### config.mk
export PLATFORM = sky130hd
export DESIGN_NAME = ring_record_writer
export DESIGN_NICKNAME = d
export VERILOG_FILES = /design/src/rtl/ring_record_writer.sv
export SDC_FILE = /design/constraint.sdc
export NUM_CORES = 1
export LEC_CHECK = 0
export BUFFER_PORTS_ARGS = -buffer_cell sky130_fd_sc_hd__buf_2
export CELL_PAD_IN_SITES_DETAIL_PLACEMENT = 1
export CELL_PAD_IN_SITES_GLOBAL_PLACEMENT = 2
export CORE_AREA = 10 10 161 163
export CTS_BUF_LIST = sky130_fd_sc_hd__clkbuf_16
export CTS_CLUSTER_DIAMETER = 50
export DETAILED_ROUTE_END_ITERATION = 16
export DIE_AREA = 0 0 171 173
export PLACE_DENSITY = 0.79
export RECOVER_POWER = 100
export SLEW_MARGIN = 25
export SYNTH_ARGS = -nofsm -noshare
export SYNTH_HDL_FRONTEND = slang
export SYNTH_SLANG_ARGS = --single-unit
### constraint.sdc
create_clock -name clk -period 3.3 [get_ports clk]
set_input_delay 0.165 -clock clk [delete_from_list [all_inputs] [get_ports clk]]
set_output_delay 0.165 -clock clk [all_outputs]
set_load 0.01 [all_outputs]
### src/rtl/ring_record_writer.sv
// Ring record writer: snapshots CHANNELS words on start and
// writes them as one ROWS-word record into a DEPTH-slot ring.
module ring_record_writer #(
    parameter int CHANNELS = 11,
    parameter int DATA_W = 8,
    parameter int ROWS = 12,
    parameter int DEPTH = 1000,
    parameter int ADDR_W = 14,
    parameter int IDX_W = 10,
    parameter logic [DATA_W-1:0] PAD_VALUE = '0,
    localparam int PTR_W = (DEPTH > 1) ? $clog2(DEPTH) : 1
) (
    input  logic                       clk,
    input  logic                       reset,
    input  logic                       start,
    input  logic                       use_index,
    input  logic [IDX_W-1:0]           slot_index,
    input  logic [CHANNELS*DATA_W-1:0] data_in,
    input  logic                       clear,
    output logic                       ready,
    output logic                       done,
    output logic                       err,
    output logic                       wrapped,
    output logic [PTR_W-1:0]           ring_ptr,
    output logic [15:0]                record_count,
    output logic [ADDR_W-1:0]          mem_addr,
    output logic [DATA_W-1:0]          mem_data,
    output logic                       mem_we
);

    localparam int ROW_W = (ROWS > 1) ? $clog2(ROWS) : 1;
    localparam logic [ROW_W-1:0] LAST_ROW = ROW_W'(ROWS - 1);
    localparam logic [PTR_W-1:0] LAST_PTR = PTR_W'(DEPTH - 1);
    localparam logic [ADDR_W-1:0] ROWS_A = ADDR_W'(ROWS);

    typedef enum logic {IDLE, WRITE} state_t;

    state_t              state_q, state_d;
    logic [DATA_W-1:0]   snap_q [CHANNELS];
    logic [DATA_W-1:0]   snap_d [CHANNELS];
    logic [ROW_W-1:0]    row_q, row_d;
    logic                ext_q, ext_d;
    logic [PTR_W-1:0]    ptr_q, ptr_d;
    logic [ADDR_W-1:0]   rbase_q, rbase_d;
    logic                wrap_q, wrap_d;
    logic [15:0]         cnt_q, cnt_d;
    logic                ready_q, ready_d;
    logic                done_q, done_d;
    logic                err_q, err_d;
    logic                we_q, we_d;
    logic [ADDR_W-1:0]   addr_q, addr_d;
    logic [DATA_W-1:0]   data_q, data_d;

    logic [ROW_W-1:0]    nrow;
    logic [DATA_W-1:0]   nword;
    logic [ADDR_W-1:0]   ext_base;
    logic                bad_idx;

    // Word for the following row: snapshot channel or pad.
    always_comb begin
        nrow  = row_q + ROW_W'(1);
        nword = PAD_VALUE;
        for (int c = 0; c < CHANNELS; c++) begin
            if (ROW_W'(c) == nrow) nword = snap_q[c];
        end
    end

    // External slot base and range check.
    always_comb begin
        ext_base = ADDR_W'(slot_index) * ROWS_A;
        bad_idx  = 32'(slot_index) >= 32'(DEPTH);
    end

    // Next-state and next-output logic.
    always_comb begin
        state_d = state_q;
        snap_d  = snap_q;
        row_d   = row_q;
        ext_d   = ext_q;
        ptr_d   = ptr_q;
        rbase_d = rbase_q;
        wrap_d  = wrap_q;
        cnt_d   = cnt_q;
        ready_d = ready_q;
        done_d  = 1'b0;
        err_d   = 1'b0;
        we_d    = we_q;
        addr_d  = addr_q;
        data_d  = data_q;
        unique case (state_q)
            IDLE: begin
                we_d    = 1'b0;
                ready_d = 1'b1;
                if (clear) begin
                    ptr_d   = '0;
                    rbase_d = '0;
                    wrap_d  = 1'b0;
                    cnt_d   = '0;
                end else if (start) begin
                    if (use_index && bad_idx) begin
                        err_d = 1'b1;
                    end else begin
                        for (int c = 0; c < CHANNELS; c++) begin
                            snap_d[c] = data_in[c*DATA_W +: DATA_W];
                        end
                        state_d = WRITE;
                        ready_d = 1'b0;
                        ext_d   = use_index;
                        row_d   = '0;
                        we_d    = 1'b1;
                        addr_d  = use_index ? ext_base : rbase_q;
                        data_d  = data_in[DATA_W-1:0];
                    end
                end
            end
            WRITE: begin
                if (row_q == LAST_ROW) begin
                    state_d = IDLE;
                    we_d    = 1'b0;
                    done_d  = 1'b1;
                    ready_d = 1'b1;
                    if (cnt_q != 16'hFFFF) cnt_d = cnt_q + 16'd1;
                    if (!ext_q) begin
                        if (ptr_q == LAST_PTR) begin
                            ptr_d   = '0;
                            rbase_d = '0;
                            wrap_d  = 1'b1;
                        end else begin
                            ptr_d   = ptr_q + PTR_W'(1);
                            rbase_d = rbase_q + ROWS_A;
                        end
                    end
                end else begin
                    row_d  = nrow;
                    addr_d = addr_q + ADDR_W'(1);
                    data_d = nword;
                end
            end
            default: state_d = IDLE;
        endcase
    end

    // Control and output registers.
    always_ff @(posedge clk) begin
        if (reset) begin
            state_q <= IDLE;
            row_q   <= '0;
            ext_q   <= 1'b0;
            ptr_q   <= '0;
            rbase_q <= '0;
            wrap_q  <= 1'b0;
            cnt_q   <= '0;
            ready_q <= 1'b1;
            done_q  <= 1'b0;
            err_q   <= 1'b0;
            we_q    <= 1'b0;
            addr_q  <= '0;
            data_q  <= '0;
        end else begin
            state_q <= state_d;
            row_q   <= row_d;
            ext_q   <= ext_d;
            ptr_q   <= ptr_d;
            rbase_q <= rbase_d;
            wrap_q  <= wrap_d;
            cnt_q   <= cnt_d;
            ready_q <= ready_d;
            done_q  <= done_d;
            err_q   <= err_d;
            we_q    <= we_d;
            addr_q  <= addr_d;
            data_q  <= data_d;
        end
    end

    // Snapshot storage; only meaningful while writing.
    always_ff @(posedge clk) begin
        snap_q <= snap_d;
    end

    assign ready        = ready_q;
    assign done         = done_q;
    assign err          = err_q;
    assign wrapped      = wrap_q;
    assign ring_ptr     = ptr_q;
    assign record_count = cnt_q;
    assign mem_addr     = addr_q;
    assign mem_data     = data_q;
    assign mem_we       = we_q;

endmodule

==> flow_metrics.tcl, run 1 <==
set metrics [dict create \
    postSynthAreaPerCell_um2 10.00 \
    htreeDepth 4 \
    rrSetupSlack_ns 0.50 \
    synth_edf_count 88 \
    synth-main-ff-cell "edfxtp_1" \
    switching_share 0.2716 \
    vias 6645 \
    rsz0062_at_grt "false" \
    fin_cells 1288 \
    cts_tree "done" \
    synth_seq_cells 159 \
    p_leak_uw 0.003472 \
    rr_startpoint "row_q[0]" \
    crit_start "row_q[0]" \
    hpwl_mm 17.82 \
    worst_pin_slew_ns 1.313 \
    firstDrtPassIters 6 \
    cp.required_ns 3.57 \
    slew_viol_final 0 \
    skew_ns 0.01383 \
    synth_area_um2 7550 \
    synthArstFlopShare 0 \
    r2r_cells 7 \
    drt_wl_total_mm 25.65 \
    vdd_drop_max_mv 0.2412 \
    clockBufferDepth 2 \
    clock_sinks 159 \
    place.gp.congestion 0.8051 \
    seq_area_frac_synth 0.5383 \
    max-slew-margin-rel 0.1245 \
    io_buffers 155 \
    synth_cell_type_count 55 \
    cp_max_fo 18 \
    crit_arrival_ns 3.07 \
    power_frac_seq 0.476 \
    antenna_found_initial 0 \
    vias_per_cell 5.159 \
    path_clk_slew_ns 0.07 \
    rows 55 \
    ys.warnings.count 0 \
    grt_overflow 0 \
    clkPwrFrac 0.398 \
    drive_above_1_share 0.1276 \
    wl_per_cell_um 19.91 \
    post-place-cells 1168 \
    syn_inst 755 \
    crit_end "rbase_q[12]" \
    io_pins 156 \
    nFillCells 2645 \
    first_global_vias 6998 \
    final_util 0.4399 \
    timing.hold.ws_ns 0.1270 \
    p_switching_uw 1274 \
    endpoint_kind "flip-flop" \
    die_area_um2 29580 \
    initial_utilization 0.3345 \
    syn2layout_area_growth_pct 31.50 \
    finalHoldViolCount 0 \
    min_period_ns 2.796 \
    fin_nets 1116 \
    setup_viol 0 \
    track_usage 0.1732 \
    cap_violations 0 \
    n_antenna_cell 0 \
    post_cts.repair.setup_buffers 0 \
    p_per_area_nw_per_um2 472.2 \
    ant_nets 0 \
    numCtsBuffers 17 \
    r2r-end "rbase_q[12]" \
    clk_latency_ns 0.43 \
    drc_errors 0 \
    worst-setup-path-type "reg2reg" \
    grt_max_degree 78 \
    power_uw 4689 \
    synthesis.nets 881 \
    internal_power_uw 3415 \
    cp-start-kind "flip-flop" \
    die_w_um 171 \
    core_area_um2 22570 \
    fin_crit_sh 0.8474 \
    die_h_um 173 \
    cts_root_buffer "clkbuf_16" \
    combPwrFrac 0.126 \
    grt_pass1_wl_mm 40.12 \
    fin_tns_setup_ns 0 \
    hp-class "in2reg" \
    fmax_mhz 357.6 \
    status "finished clean" \
    drtIter0Drc 438 \
]
sequential cells by signal (all words and copies together) (netlist names), 4 cells and up:
signal	flops
mem_data	8
record_count	16
row_q	4
snap_q	88
mem_addr	14
rbase_q	12
ring_ptr	10
synth_stat cells, types with 4 or more instances:
cell type	count	area, um2
nor2_1	90	337.8
edfxtp_1	88	2643
a21oi_1	79	395.4
dfxtp_1	71	1421
nand2_1	69	259.0
o21ai_0	31	155.2
clkbuf_1	23	86.33
ha_1	22	275.3
o21a_1	22	165.2
xnor2_1	22	192.7
inv_1	20	75.07
o211ai_1	19	142.6
xor2_1	18	157.7
nand3_1	14	70.07
a211oi_1	12	90.09
buf_2	12	60.06
nand4_1	12	75.07
a22oi_1	11	82.58
nor3_1	11	55.05
and2_1	10	62.56
and3_1	10	62.56
o22ai_1	10	62.56
a221oi_1	9	78.83
nand2b_1	8	50.05
and4_1	7	61.31
a222oi_1	5	50.05
or3_1	5	31.28
nor2b_1	4	25.02
or2_2	4	25.02
cell type report:
| class | count | area (um2) | area share |
|---|---|---|---|
| Clock buffer | 17 | 425.4 | 0.04285 |
| Multi-Input combinational cell | 537 | 3234 | 0.3258 |
| Clock inverter | 15 | 127.6 | 0.01285 |
| Sequential cell | 159 | 4064 | 0.4093 |
| Tap cell | 285 | 356.6 | 0.03592 |
| Inverter | 20 | 75.07 | 0.007561 |
| Timing Repair Buffer | 255 | 1645 | 0.1657 |
kinds of logic (layout without fill, tap and decap cells):
family | count (synthesis) | count (layout) | share of synthesized area
simple gates | 257 | 257 | 0.1614
compound gates | 216 | 216 | 0.1805
flops | 159 | 159 | 0.5383
buf+inv | 59 | 307 | 0.03281
xor+xnor | 40 | 40 | 0.04640
fa+ha+maj | 23 | 23 | 0.03911
mux | 1 | 1 | 0.001491
cell usage in the layout (no fill, tap or decap), drive strengths merged, types with 4 or more instances in the layout:
| cell | count |
|---|---|
| nand3 | 14 |
| nand2b | 8 |
| a21oi | 79 |
| a211oi | 12 |
| nor3 | 11 |
| or3 | 5 |
| nand2 | 69 |
| a222oi | 5 |
| o22ai | 10 |
| o21a | 22 |
| o21ai | 33 |
| nor4 | 4 |
| inv | 27 |
| or2 | 5 |
| and2 | 10 |
| dfxtp | 71 |
| xor2 | 18 |
| clkbuf | 94 |
| nor2b | 4 |
| o211ai | 19 |
| and4 | 7 |
| xnor2 | 22 |
| buf | 90 |
| and3 | 10 |
| edfxtp | 88 |
| nand4 | 12 |
| a221oi | 9 |
| ha | 22 |
| nor2 | 90 |
| clkinvlp | 5 |
| dlygate4sd3 | 88 |
| a22oi | 11 |
metal layers:
layer / global-route usage / vias to the layer above / wire, um
met5: 0 / - / 0
met4: 0.05437 / 0 / 418
met3: 0.04190 / 28 / 1346
met2: 0.2896 / 153 / 12690
met1: 0.2132 / 3230 / 11190
li1: - / 3234 / -
critical path, cell delays in order (launching register included):
cell and delay (ns):
dfxtp_1 0.51, ha_1 0.32, nand4b_1 0.25, nor2_1 0.22, a21oi_1 0.14, a21oi_1 0.22, or2_0 0.85, nor2_1 0.11
power by group through the flow:
stage | registers (uW) | logic [uW] | clock network (uW)
floorplan | 2270 | 298 | 0
CTS | 2230 | 604 | 1910
detailed placement | 2270 | 513 | 0
finish | 2230 | 589 | 1870
global placement | 2270 | 508 | 0
global route | 2240 | 655 | 2010
through the flow:
step	worst slack (ns)	cell area, um2
after floorplan	0.6036	7550
after global placement	0.6537	8620
after detailed placement	0.5044	8620
after CTS	0.3939	10050
after global routing	0.1468	9928
final	0.5037	9928
how the worst min path moves through the flow:
stage | start | to | slack (ns) | cells after the start
4_1_cts | use_index | err | 0.11 | 3
2_1_floorplan | data_in[80] | snap_q[0] | 0.26 | 0
5_1_grt | use_index | err | 0.15 | 3
3_3_place_gp | data_in[43] | snap_q[43] | 0.34 | 1
6_report | slot_index[9] | mem_addr[12] | 0.13 | 4
3_5_place_dp | data_in[43] | snap_q[43] | 0.34 | 1
timing repair:
item                      4_1_cts  5_1_grt
hold buffers                   88        0
hold endpoints to repair       88        0
gates resized for setup         0        0
Note: power is estimated with default switching activity, not from simulation.
==> inputs of run 2 (changes only) <==
--- a/config.mk
+++ b/config.mk
@@ -5,15 +5,16 @@
 export SDC_FILE = /design/constraint.sdc
 export NUM_CORES = 1
 export LEC_CHECK = 0
+export ABC_AREA = 1
 export BUFFER_PORTS_ARGS = -buffer_cell sky130_fd_sc_hd__buf_2
 export CELL_PAD_IN_SITES_DETAIL_PLACEMENT = 1
 export CELL_PAD_IN_SITES_GLOBAL_PLACEMENT = 2
-export CORE_AREA = 10 10 161 163
+export CORE_AREA = 10 10 172 174
 export CTS_BUF_LIST = sky130_fd_sc_hd__clkbuf_16
 export CTS_CLUSTER_DIAMETER = 50
 export DETAILED_ROUTE_END_ITERATION = 16
-export DIE_AREA = 0 0 171 173
-export PLACE_DENSITY = 0.79
+export DIE_AREA = 0 0 182 184
+export PLACE_DENSITY = 0.77
 export RECOVER_POWER = 100
 export SLEW_MARGIN = 25
 export SYNTH_ARGS = -nofsm -noshare
==> constraint.sdc (replaced) <==
create_clock -name clk -period 2.51 [get_ports clk]
set_input_delay 0.1255 -clock clk [delete_from_list [all_inputs] [get_ports clk]]
set_output_delay 0.1255 -clock clk [all_outputs]
set_load 0.01 [all_outputs]
==> run 2 against run 1 <==
- final cell count grew 16%
- utilization shrank 4.2 points
- non-clock buffer count grew 6
- hold slack lost 0.10 ns
- maximum frequency grew 20%
- clock power grew 39%
- cell area grew 3.7%
- synthesized area grew 2.1%
- clock-buffer cell count is the same
- routed wire length grew 1.5%
- clock skew grew 0.0015 ns
==> flow_metrics.tcl, run 2 <==
set metrics [dict create \
    final_util 0.3975 \
    drtIter0Drc 292 \
    firstDrtPassIters 5 \
    fin_crit_sh 0.9302 \
    fin_nets 1272 \
    antenna_found_initial 0 \
    layout_common_cells "204 x nand2_1, 121 x inv_1, 89 x dlygate4sd3_1, 88 x edfxtp_1, 78 x buf_2" \
    hp-class "in2reg" \
    grt_overflow 0 \
    crit_buf_inv 0 \
    switching_share 0.2764 \
    synthTopCellsByCount "205 x nand2_1, 124 x inv_1, 88 x edfxtp_1, 73 x o21ai_0, 71 x dfxtp_1" \
    rsz0062_at_grt "true" \
    setup_viol 0 \
    endpoint_kind "flip-flop" \
    clk_latency_ns 0.44 \
    cpMaxStageDelayCell "dfxtp_1" \
    initial_utilization 0.2976 \
    crit_chain "ha_1 > xnor2_2 > nand2_1 > nor3_4 > nand2_1 > nand3_1 > nand2_1 > nand3b_1 > nand2_1 > nand2_1 > nand2_1 > nand2_1 > nand2_1 > nand2_1 > nand2_1 > a21oi_2" \
    grt_max_degree 64 \
    worst-setup-path-type "reg2reg" \
    seq_area_frac_synth 0.5270 \
    cts_tree "done" \
    p_per_area_nw_per_um2 617.5 \
    status "finished clean" \
    slew_viol_final 0 \
    synthesis.nets 1016 \
    final_common_cell "nand2_1" \
    path_clk_slew_ns 0.07 \
    first_global_vias 7492 \
    cap_violations 0 \
    io_pins 156 \
    vias_per_cell 4.686 \
    synth_area_leaders "edfxtp_1 34%, dfxtp_1 18%, nand2_1 10%" \
    synth_top_area_frac 0.3427 \
    die_area_um2 33490 \
    rows 59 \
    synth_area_um2 7711 \
    synth_top_cell_by_area "edfxtp_1" \
    cp_max_fo 5 \
    io_buffers 155 \
    numCtsBuffers 17 \
    place_worst_setup_slack_ns 0.02054 \
    clock_sinks 159 \
    fin_ws_ns 0.1753 \
    critPathMaxStageDelay_ns 0.31 \
    finalHoldViolCount 0 \
    regMostFlops "snap_q" \
    power_uw 6360 \
    ant_nets 0 \
    clkPwrFrac 0.409 \
    cp.required_ns 2.88 \
    synth_most_common_cell "nand2_1" \
    p_switching_uw 1758 \
    die_h_um 184 \
    worst_pin_slew_ns 0.8919 \
    htreeDepth 4 \
    syn_inst 890 \
    synth_cell_type_count 51 \
    grt_pass1_wl_mm 40.81 \
    largest_reg_flops 88 \
    wl_per_cell_um 17.43 \
    cp-start-kind "flip-flop" \
    syn2layout_area_growth_pct 33.57 \
    track_usage 0.1545 \
    cts_root_buffer "clkbuf_16" \
    ys.warnings.count 0 \
    synth_edf_count 88 \
    drive_above_1_share 0.1415 \
    power_frac_seq 0.463 \
    hpwl_mm 18.92 \
    die_w_um 182 \
    n_antenna_cell 0 \
    synth_seq_cells 159 \
    combPwrFrac 0.128 \
    synth-main-ff-cell "edfxtp_1" \
    vias 7001 \
    fmax_mhz 428.3 \
    core_area_um2 25910 \
    max-slew-margin-rel 0.4054 \
    p_leak_uw 0.004095 \
    vdd_drop_max_mv 0.3944 \
    drt_wl_total_mm 26.04 \
    min_period_ns 2.335 \
    place.gp.congestion 0.7630 \
    postSynthAreaPerCell_um2 8.664 \
    internal_power_uw 4602 \
    crit_family "simple AND/OR/NAND/NOR gates" \
    crit_arrival_ns 2.71 \
    synthArstFlopShare 0 \
    drc_errors 0 \
    skew_ns 0.01530 \
    clockBufferDepth 2 \
    cp_common_cell "nand2_1" \
]
[run 2: cells by family (layout without fill, tap and decap cells)]
kind of cell	count (synthesis)	after routing	share of synthesized area
AOI/OAI and AO/OA	176	176	0.1287
xor gates and xnor gates	12	12	0.01460
adders and majority gates	23	23	0.03829
buffers and inverters	151	420	0.07772
DFF	159	159	0.5270
and+or+nand+nor	369	369	0.2137
[run 2: metal layers]
layer  vias to the layer above  track usage  share of wire  routed length, um
met1                      3355       0.1893           0.45              11780
met5                         -            0              0                  0
met2                       140       0.2652           0.49              12830
met4                         0      0.04100          0.011                282
li1                       3486            -              -                  -
met3                        20      0.03760          0.044               1142
[run 2: area by class of cell]
| type | count | area (um2) |
|---|---|---|
| sequential | 159 | 4064 |
| timing repair buffer | 261 | 1695 |
| multi-input combinational | 580 | 3060 |
| fill | 3144 | 15610 |
| clock buffer | 17 | 425.4 |
| clock inverter | 15 | 151.4 |
| tap | 335 | 419.2 |
| inverter | 127 | 484.2 |
[run 2: stage by stage]
step / std cells / hold WS [ns] / TNS [ns] / instance area [um2]
floorplan: 890 / 0.2244 / 0 / 7715
global placement: 1373 / 0.3028 / 0 / 8940
detailed placement: 1373 / 0.3038 / 0 / 8940
CTS: 1494 / 0.03145 / 0 / 10410
global route: 1494 / 0.05207 / -0.02461 / 10300
finish: 1494 / 0.02267 / 0 / 10300
[run 2: what timing repair did]
item                       in CTS  in global routing
gates resized for setup         1                 12
setup endpoints to repair       1                  9
hold buffers                   89                  0
setup buffers                   0                  0
hold endpoints to repair       90                  0
pin swaps                       0                  1
[run 2: worst paths after layout]
| kind | startpoint | end | slack (ns) | cells after the start |
|---|---|---|---|---|
| setup / recovery | row_q[0] | mem_data[1] | 0.18 | 16 |
| hold / removal | clear | err | 0.02 | 4 |
| setup reg to reg | row_q[0] | mem_data[1] | 0.18 | 16 |
| hold reg to reg | wrapped | wrapped | 0.46 | 2 |
[run 2: worst reg2reg max path, cell delays in order, from the launching register on]
cell	delay [ns]
dfxtp_1	0.31
ha_1	0.26
xnor2_2	0.28
nand2_1	0.21
nor3_4	0.23
nand2_1	0.14
nand3_1	0.09
nand2_1	0.09
nand3b_1	0.11
nand2_1	0.08
nand2_1	0.09
nand2_1	0.06
nand2_1	0.07
nand2_1	0.05
nand2_1	0.07
nand2_1	0.06
a21oi_2	0.10
[run 2: power by group through the flow]
| stage | registers [uW] | clock network (uW) | logic, uW |
|---|---|---|---|
| CTS | 2940 | 2680 | 859 |
| global placement | 3000 | 0 | 727 |
| detailed placement | 3000 | 0 | 738 |
| finish | 2940 | 2600 | 816 |
| floorplan | 3000 | 0 | 395 |
| global route | 2950 | 2780 | 919 |
==> inputs of run 3 (changes only) <==
==> config.mk (replaced) <==
export PLATFORM = sky130hd
export DESIGN_NAME = ring_record_writer
export DESIGN_NICKNAME = d
export VERILOG_FILES = /design/src/rtl/ring_record_writer.sv
export SDC_FILE = /design/constraint.sdc
export NUM_CORES = 1
export LEC_CHECK = 0
export ABC_AREA = 1
export BUFFER_PORTS_ARGS = -buffer_cell sky130_fd_sc_hd__buf_2
export CORE_AREA = 10 10 136 138
export CTS_BUF_LIST = sky130_fd_sc_hd__clkbuf_16
export CTS_CLUSTER_DIAMETER = 50
export DETAILED_ROUTE_END_ITERATION = 16
export DIE_AREA = 0 0 146 148
export PLACE_DENSITY = 0.76
export RECOVER_POWER = 100
export SETUP_SLACK_MARGIN = 0.15
export SLEW_MARGIN = 25
export SYNTH_ARGS = -nofsm -noshare
export SYNTH_HDL_FRONTEND = slang
export SYNTH_SLANG_ARGS = --single-unit
export TNS_END_PERCENT = 100
==> run 3 against run 2 <==
- largest cell class unchanged
- hold slack improved by 0.017 ns
- highest routed layer unchanged
- clock skew fell by 0.0036 ns
- largest power group unchanged
- setup slack improved by 0.056 ns
- routed wire length is 12% lower
==> flow_metrics.tcl, run 3 (same netlist as run 2, synthesis figures left out) <==
set metrics [dict create \
    htreeDepth 4 \
    die_area_um2 21610 \
    vias_per_cell 5.150 \
    status "finished clean" \
    cp-start-kind "flip-flop" \
    drtIter0Drc 605 \
    r2r_cells 17 \
    clock_sinks 159 \
    p_leak_uw 0.004129 \
    drt_wl_total_mm 22.97 \
    numCtsBuffers 17 \
    multiInputGateArea_um2 3157 \
    hold_depth 4 \
    hp-class "in2reg" \
    grt_pass1_wl_mm 36.39 \
    io_pins 156 \
    setup_viol 0 \
    firstDrtPassIters 5 \
    power_uw 6224 \
    hold_end "err" \
    r2r-end "mem_data[4]" \
    worst_pin_slew_ns 0.6935 \
    largest_reg_flops 88 \
    nFillCells 1299 \
    clockBufferDepth 2 \
    slew_viol_final 0 \
    finalHoldViolCount 0 \
    ant_nets 0 \
    io_buffers 155 \
    fin_tns_setup_ns 0 \
    cts_root_buffer "clkbuf_16" \
    fmax_mhz 438.8 \
    vdd_drop_max_mv 0.5243 \
    cap_violations 0 \
    rsz0062_at_grt "false" \
    core_area_um2 15710 \
    min_period_ns 2.279 \
    clk_latency_ns 0.43 \
    hold_start "clear" \
    fin_ws_ns 0.2311 \
    antenna_found_initial 1 \
    syn2layout_area_growth_pct 33.12 \
    skew_ns 0.01173 \
    path_clk_slew_ns 0.07 \
    final_util 0.6533 \
    crit_arrival_ns 2.60 \
    first_global_vias 6945 \
    initial_utilization 0.4908 \
    seq_area_um2 4065 \
    worst-setup-path-type "reg2reg" \
    die_h_um 148 \
    fin_crit_sh 0.9079 \
    layout_common_cells "200 x nand2_1, 119 x inv_1, 89 x dlygate4sd3_1, 88 x edfxtp_1, 83 x buf_2" \
    vias 7097 \
    regMostFlops "snap_q" \
    cp.required_ns 2.83 \
    endpoint_kind "flip-flop" \
    p_per_area_nw_per_um2 606.3 \
    drive_above_1_share 0.1559 \
    final_common_cell "nand2_1" \
    hpwl_mm 15.23 \
    fin_nets 1274 \
    drc_errors 0 \
    track_usage 0.2094 \
    rows 46 \
    place.gp.congestion 0.8509 \
    place_worst_setup_slack_ns 0.1139 \
    wl_per_cell_um 16.67 \
    cts_tree "done" \
    rr_startpoint "row_q[0]" \
    grt_max_degree 35 \
    grt_overflow 0 \
    die_w_um 146 \
    rrSetupSlack_ns 0.23 \
    max-slew-margin-rel 0.5351 \
    cp_max_fo 8 \
]
run 3: timing repair:
item,in CTS,in global routing
resized for setup,1,26
buffers inserted,0,1
pin swaps,0,3
hold buffers,89,0
cloned,0,1
endpoints found under the setup margin,3,11
endpoints found under the hold margin,91,0
run 3: worst max-delay path by stage:
stage / from / end / slack, ns / cells past startpoint
5_1_grt: row_q[0] / ring_ptr[6] / 0.08 / 10
3_5_place_dp: row_q[0] / mem_data[4] / 0.11 / 17
4_1_cts: row_q[0] / mem_data[2] / 0.18 / 17
2_1_floorplan: slot_index[2] / snap_q[0] / 0.14 / 9
3_3_place_gp: row_q[0] / mem_data[4] / 0.21 / 17
6_report: row_q[0] / mem_data[4] / 0.23 / 17
run 3: cell type report:
| cell class | instances | area share |
|---|---|---|
| multi-input cells | 581 | 0.3075 |
| diodes | 1 | 0.0002438 |
| repair buffers | 262 | 0.1664 |
| flip-flops and latches | 159 | 0.3960 |
| clock buffers | 17 | 0.04144 |
| clock inverters | 15 | 0.01182 |
| inverters | 127 | 0.05022 |
| well taps | 216 | 0.02633 |
run 3: report_power, final:
| group | total, uW | switching, uW | internal, uW |
|---|---|---|---|
| combinational | 825 | 484 | 341 |
| sequential | 2940 | 66.3 | 2870 |
| clock | 2460 | 1100 | 1360 |
| total | 6220 | 1650 | 4570 |
run 3: worst max-delay path, stage by stage, from the launching register on:
cell and delay [ns]:
dfxtp_1 0.31, ha_1 0.24, xnor2_2 0.28, inv_2 0.10
nor2_4 0.18, nand2_2 0.15, o21ai_0 0.17, inv_1 0.05
nand2_1 0.08, nand3b_1 0.08, nand2_1 0.10, nand2_1 0.08
nand2_1 0.07, nand2_1 0.05, nand2_1 0.05, nand2_1 0.06
nand2_1 0.08, a21oi_2 0.05
run 3: metrics by stage:
step | hold slack, ns | instance area, um2 | std cells
final | 0.03933 | 10260 | 1378
after global routing | 0.04265 | 10260 | 1378
after CTS | 0.02934 | 10310 | 1375
after detailed placement | 0.3036 | 8871 | 1254
after global placement | 0.3025 | 8871 | 1254
after floorplan | 0.2244 | 7782 | 890
run 3: per-layer routing:
| metal | GRT usage | up-vias | wire (um) |
|---|---|---|---|
| met5 | 0 | - | 0 |
| met4 | 0.1001 | 0 | 733 |
| met3 | 0.05556 | 47 | 1537 |
| met2 | 0.3400 | 279 | 11040 |
| met1 | 0.2544 | 3274 | 9658 |
| li1 | - | 3497 | - |
